--- config.mk ---
export PLATFORM = sky130hd
export DESIGN_NAME = sw_led_scheduler
export DESIGN_NICKNAME = d
export VERILOG_FILES = /design/src/rtl/sw_led_scheduler.sv
export SDC_FILE = /design/constraint.sdc
export NUM_CORES = 1
export LEC_CHECK = 0
export CAP_MARGIN = 40
export CORE_MARGIN = 2
export CORE_UTILIZATION = 35
export DETAILED_ROUTE_END_ITERATION = 10
export GPL_TIMING_DRIVEN = 0
export PLACE_DENSITY = 0.54
export SETUP_SLACK_MARGIN = 0.15
export SYNTH_ARGS = -nofsm -noshare
export SYNTH_HDL_FRONTEND = slang
export SYNTH_SLANG_ARGS = --single-unit
--- constraint.sdc ---
create_clock -name clk_clk -period 6.5 [get_ports clk_clk]
set_input_delay 0.65 -clock clk_clk [delete_from_list [all_inputs] [get_ports clk_clk]]
set_output_delay 0.65 -clock clk_clk [all_outputs]
set_load 0.05 [all_outputs]
--- src/rtl/sw_led_scheduler.sv ---
`default_nettype none
// +----------------------------------------------------------------------------+
// | Module   : sw_led_scheduler                                                |
// | Brief    : switch debounce and board-LED ownership (pattern / HPS / flash) |
// | Revision : 1.0                                                             |
// +----------------------------------------------------------------------------+
module sw_led_scheduler #(
    parameter int TICK_DIV    = 50000,
    parameter int DB_SAMPLES  = 8,
    parameter int PAT_TICKS   = 100,
    parameter int FLASH_TICKS = 500
) (
    input  logic       clk_clk,
    input  logic       reset_reset_n,
    input  logic [9:0] sw_raw,
    input  logic       hps_h2f_rst_n,
    input  logic [9:0] hps_leds,
    output logic [9:0] sw_db,
    output logic       sw_change,
    output logic [9:0] led_out,
    output logic [1:0] owner
);

    localparam int c_tick_w  = $clog2(TICK_DIV);
    localparam int c_db_w    = $clog2(DB_SAMPLES + 1);
    localparam int c_pat_w   = $clog2(PAT_TICKS + 1);
    localparam int c_flash_w = $clog2(FLASH_TICKS + 1);

    localparam logic [1:0] c_st_pattern = 2'd0;
    localparam logic [1:0] c_st_hps     = 2'd1;
    localparam logic [1:0] c_st_flash   = 2'd2;

    logic [9:0]           r_sw_meta;
    logic [9:0]           r_sw_sync;
    logic                 r_hps_meta;
    logic                 r_hps_sync;
    logic [c_tick_w-1:0]  r_tick_cnt;
    logic                 w_tick;
    logic [c_db_w-1:0]    r_db_cnt [10];
    logic [9:0]           w_db_flip;
    logic [9:0]           r_sw_db;
    logic                 r_sw_change;
    logic [1:0]           r_state;
    logic [1:0]           w_state_nxt;
    logic [c_flash_w-1:0] r_flash_cnt;
    logic [c_pat_w-1:0]   r_pat_step;
    logic [3:0]           r_pat_pos;
    logic                 r_pat_up;
    logic [9:0]           r_hps_leds_q;
    logic [9:0]           r_led_out;

    always_ff @(posedge clk_clk or negedge reset_reset_n) begin
        if (!reset_reset_n) begin
            r_sw_meta  <= '0;
            r_sw_sync  <= '0;
            r_hps_meta <= 1'b0;
            r_hps_sync <= 1'b0;
            r_tick_cnt <= '0;
        end else begin
            r_sw_meta  <= sw_raw;
            r_sw_sync  <= r_sw_meta;
            r_hps_meta <= hps_h2f_rst_n;
            r_hps_sync <= r_hps_meta;
            r_tick_cnt <= w_tick ? '0 : r_tick_cnt + 1'b1;
        end
    end

    assign w_tick = (r_tick_cnt == c_tick_w'(TICK_DIV - 1));

    // A bit flips on the tick whose sample would bring its count to DB_SAMPLES.
    always_comb begin
        for (int i = 0; i < 10; i++) begin
            w_db_flip[i] = w_tick && (r_sw_sync[i] != r_sw_db[i]) &&
                           (r_db_cnt[i] == c_db_w'(DB_SAMPLES - 1));
        end
    end

    always_ff @(posedge clk_clk or negedge reset_reset_n) begin
        if (!reset_reset_n) begin
            for (int i = 0; i < 10; i++) begin
                r_db_cnt[i] <= '0;
            end
            r_sw_db     <= '0;
            r_sw_change <= 1'b0;
        end else begin
            if (w_tick) begin
                for (int i = 0; i < 10; i++) begin
                    if ((r_sw_sync[i] == r_sw_db[i]) || w_db_flip[i]) begin
                        r_db_cnt[i] <= '0;
                    end else begin
                        r_db_cnt[i] <= r_db_cnt[i] + 1'b1;
                    end
                end
            end
            r_sw_db     <= r_sw_db ^ w_db_flip;
            r_sw_change <= |w_db_flip;
        end
    end

    // A switch change wins over every other transition, including retrigger in FLASH.
    always_comb begin
        w_state_nxt = r_state;
        if (r_sw_change) begin
            w_state_nxt = c_st_flash;
        end else begin
            case (r_state)
                c_st_pattern: if (r_hps_sync)  w_state_nxt = c_st_hps;
                c_st_hps:     if (!r_hps_sync) w_state_nxt = c_st_pattern;
                c_st_flash: begin
                    if (w_tick && (r_flash_cnt == c_flash_w'(1))) begin
                        w_state_nxt = r_hps_sync ? c_st_hps : c_st_pattern;
                    end
                end
                default: w_state_nxt = c_st_pattern;
            endcase
        end
    end

    always_ff @(posedge clk_clk or negedge reset_reset_n) begin
        if (!reset_reset_n) begin
            r_state      <= c_st_pattern;
            r_flash_cnt  <= '0;
            r_pat_step   <= '0;
            r_pat_pos    <= 4'd0;
            r_pat_up     <= 1'b1;
            r_hps_leds_q <= '0;
            r_led_out    <= 10'd1;
        end else begin
            r_state <= w_state_nxt;

            if (r_sw_change) begin
                r_flash_cnt <= c_flash_w'(FLASH_TICKS);
            end else if ((r_state == c_st_flash) && w_tick && (r_flash_cnt != '0)) begin
                r_flash_cnt <= r_flash_cnt - 1'b1;
            end

            if ((w_state_nxt == c_st_pattern) && (r_state != c_st_pattern)) begin
                r_pat_step <= '0;
                r_pat_pos  <= 4'd0;
                r_pat_up   <= 1'b1;
            end else if ((r_state == c_st_pattern) && (w_state_nxt == c_st_pattern) && w_tick) begin
                if (r_pat_step == c_pat_w'(PAT_TICKS - 1)) begin
                    r_pat_step <= '0;
                    if (r_pat_up) begin
                        if (r_pat_pos == 4'd9) begin
                            r_pat_pos <= 4'd8;
                            r_pat_up  <= 1'b0;
                        end else begin
                            r_pat_pos <= r_pat_pos + 4'd1;
                        end
                    end else begin
                        if (r_pat_pos == 4'd0) begin
                            r_pat_pos <= 4'd1;
                            r_pat_up  <= 1'b1;
                        end else begin
                            r_pat_pos <= r_pat_pos - 4'd1;
                        end
                    end
                end else begin
                    r_pat_step <= r_pat_step + 1'b1;
                end
            end

            r_hps_leds_q <= hps_leds;
            case (r_state)
                c_st_hps:   r_led_out <= r_hps_leds_q;
                c_st_flash: r_led_out <= r_sw_db;
                default:    r_led_out <= 10'd1 << r_pat_pos;
            endcase
        end
    end

    assign sw_db     = r_sw_db;
    assign sw_change = r_sw_change;
    assign led_out   = r_led_out;
    assign owner     = r_state;

endmodule
`default_nettype wire

==> impl_metrics.ini <==
[floorplanning]
pin_count = 46
core-area_um2 = 17200
die_area_um2 = 18700
start_util_pct = 35.7
rows = 48
die_w_um = 137
die_h_um = 137

[finish]
drive_above_1_share_pct = 7.09
multi_input_area_um2 = 2700
fin_nets = 697
regArea_um2 = 3310
mostFrequentLayoutCells = dfrtp_1, nand2_1, nor2_1, clkdlybuf4s50_1, o21ai_0
num_antenna_cells = 0
final_common_cell = dfrtp_1
fillers = 1597
syn_to_final_growth_pct = 21.6

[global_routing]
grt_start_max_net_pins = 93
top_usage_layer = met2
overflow = 0
grt_pass1_vias = 4712
grt_use_total_pct = 16.2
antenna_found_initial = 0
globalRouteMet2Util_pct = 25.7
met1_usage_pct = 21.6
use_met3_pct = 4.19
grt_pass1_wl_um = 23500

[clock_network]
cts_tree = built
cts_sinks = 132
max-clock-path-buffers = 2
cts_root_buf = clkbuf_16
clk_latency_ns = 0.41
htreeDepth = 4
hold_buffers = 0
post_cts_resize_count = 0
cts_made_buffers = 17
path_clk_slew_ns = 0.05
post_cts_buffers = 0

[synth]
yosys.cell_types.count = 56
ys_seq_area_share_pct = 53.7
synth_async_sr_flop_share_pct = 100
ys_ff_latch = 132
syn-cell-area_um2 = 6160
synth_edf_count = 0
synthCells = 586
synthesis.nets = 632
avgSynthCellArea_um2 = 10.5
yosysWarningCount = 0
ys.flop_type = dfrtp_1

[worst_setup_path]
cp_slowest_cell = clkbuf_1
reg2reg_to = sw_change$_DFF_PN0_
critical_path_depth = 9
crit_path_end_kind = register
cp.buffers_inverters = 3
start_kind = register
r2r_cells = 9
crit_type = register to register
cpLargestDelayFamily = buffers and inverters
path_cells = ha_1 -> and3_1 -> buf_2 -> nand4_1 -> clkbuf_1 -> clkbuf_1 -> nor2_1 -> nor3_1 -> nand4_1
crit_start = r_tick_cnt[0]$_DFF_PN0_
crit_end = sw_change$_DFF_PN0_
path_max_fanout = 10
r2r_start = r_tick_cnt[0]$_DFF_PN0_
slowest_delay_ns = 0.50
cp.arrival_ns = 3.27
cp.required_ns = 6.78
reg2reg_slack_ns = 3.51

[sta]
tightest_slew_ns = 0.870
timing.final.crit_share_pct = 46.0
slew_violations = 0
finalSetupViolCount = 0
grt_setup_unrepaired = no
fmax_mhz = 334
min_period_ns = 2.99
slew_headroom_pct = 41.2
finClkSkew_ns = 0.00934
setup_ws_ns = 3.51
hold_viol_final = 0
tns_ns = 0

[power_and_ir_drop]
powerDensity_nw_per_um2 = 311
clockPowerShare_pct = 39.5
p_total_w = 0.00233
p_sw_w = 0.000700
switching_share_pct = 30.1
p_int_w = 0.00163
pwr-share-comb_pct = 22.1
peakVddDrop_mv = 0.294
seqPwrFrac_pct = 38.4
p_leak_nw = 3.35

[placed_design]
dp_hpwl_um = 9620
place_ws_ns = 3.49
gp_congestion = 0.841
port_buffers = 45

[routing]
via_per_inst = 5.19
drtIter0Drc = 352
wirelength_um = 13800
drc_errors = 0
first_pass_iters = 5
ant_nets = 0
vias = 4605
wl_per_cell_um = 15.5

[hold_path]
hold_class = input port to async pin

[job]
cap_violations = 0

[status]
status = complete, no violations
## flip-flops by register name, summed over array words and instances, names as in the netlist
register      cells
sw_db            10
r_tick_cnt       16
owner             2
r_sw_sync        10
r_hps_leds_q     10
r_db_cnt         40
r_pat_up          1
led_out          10
r_sw_meta        10
r_pat_pos         4
r_hps_meta        1
r_hps_sync        1
r_flash_cnt       9
r_pat_step        7
sw_change         1
## worst min path at each step
stage	to	slack, ns	cells after the start
finish	r_flash_cnt[5]$_DFFE_PN0P_	0.15	1
global route	r_sw_sync[4]$_DFF_PN0_	0.17	1
CTS	r_tick_cnt[14]$_DFF_PN0_	0.15	1
detailed placement	r_sw_sync[9]$_DFF_PN0_	0.33	0
global placement	r_sw_sync[6]$_DFF_PN0_	0.33	0
floorplan	r_hps_sync$_DFF_PN0_	0.33	0
## cell usage after synthesis, types with 3 or more instances
library cell	number	area share, %
a21o_1	7	0.85
nand3b_1	7	0.85
o31ai_1	7	0.85
nand3_1	37	3.0
and3_1	13	1.3
nor4b_1	8	1.1
a21oi_1	11	0.89
inv_1	17	1.0
xnor2_1	21	3.0
nor3_1	11	0.89
mux2i_1	5	0.81
a31oi_1	10	1.0
or3_1	3	0.30
clkbuf_1	20	1.2
nor4_1	10	1.0
o41ai_1	5	0.71
nand2b_1	10	1.0
nand4_1	5	0.51
o22ai_1	4	0.41
ha_1	23	4.7
o21ai_0	43	3.5
o211ai_1	4	0.49
nor2_1	44	2.7
a22o_1	13	1.8
a32o_1	4	0.65
and2_1	3	0.30
nand2_1	60	3.7
dfrtp_1	130	53
xor2_1	16	2.3
nor3b_1	4	0.49
## worst reg2reg max path: stages (launching register included)
cell	delay (ns)
dfrtp_1	0.38
ha_1	0.22
and3_1	0.18
buf_2	0.16
nand4_1	0.34
clkbuf_1	0.48
clkbuf_1	0.50
nor2_1	0.13
nor3_1	0.32
nand4_1	0.14
## power by group through the flow
stage	clock [W]	sequential [W]	combinational [W]
finish	0.000919	0.000892	0.000515
floorplan	0	0.000996	0.000257
CTS	0.000941	0.000892	0.000516
global route	0.000984	0.000896	0.000559
global placement	0	0.000907	0.000502
detailed placement	0	0.000906	0.000512
## routing by layer
metal	vias to the layer above	part of all wire (%)
li1	2234	-
met1	2251	47
met2	103	47
met3	17	5.0
met4	0	1.4
met5	-	0
## area by class of cell
type	instances	share of cell area [%]
clock inverter	10	1.44
sequential	132	44.2
tap	225	3.76
multi-input combinational	414	36.0
buffer	23	1.24
timing repair buffer	46	6.40
inverter	17	0.852
clock buffer	21	6.15
## per-stage QoR
step	util [%]	instance area, um2	cells	hold WS, ns
3_5_place_dp	40.1	6920	857	0.335
5_1_grt	43.4	7490	888	0.168
4_1_cts	43.4	7490	888	0.153
3_3_place_gp	40.0	6890	856	0.331
2_1_floorplan	-	6160	586	0.331
6_report	43.4	7490	888	0.149
## cell families after synthesis
group           count (synthesis)  share of synthesized area [%]
flops                         132                           53.7
simple gates                  226                           19.3
buf+inv                        40                           2.54
xor+xnor                       37                           5.26
fa+ha+maj                      23                           4.67
compound gates                122                           13.5
mux                             6                          0.996
Power figures use the tool's default switching activity.
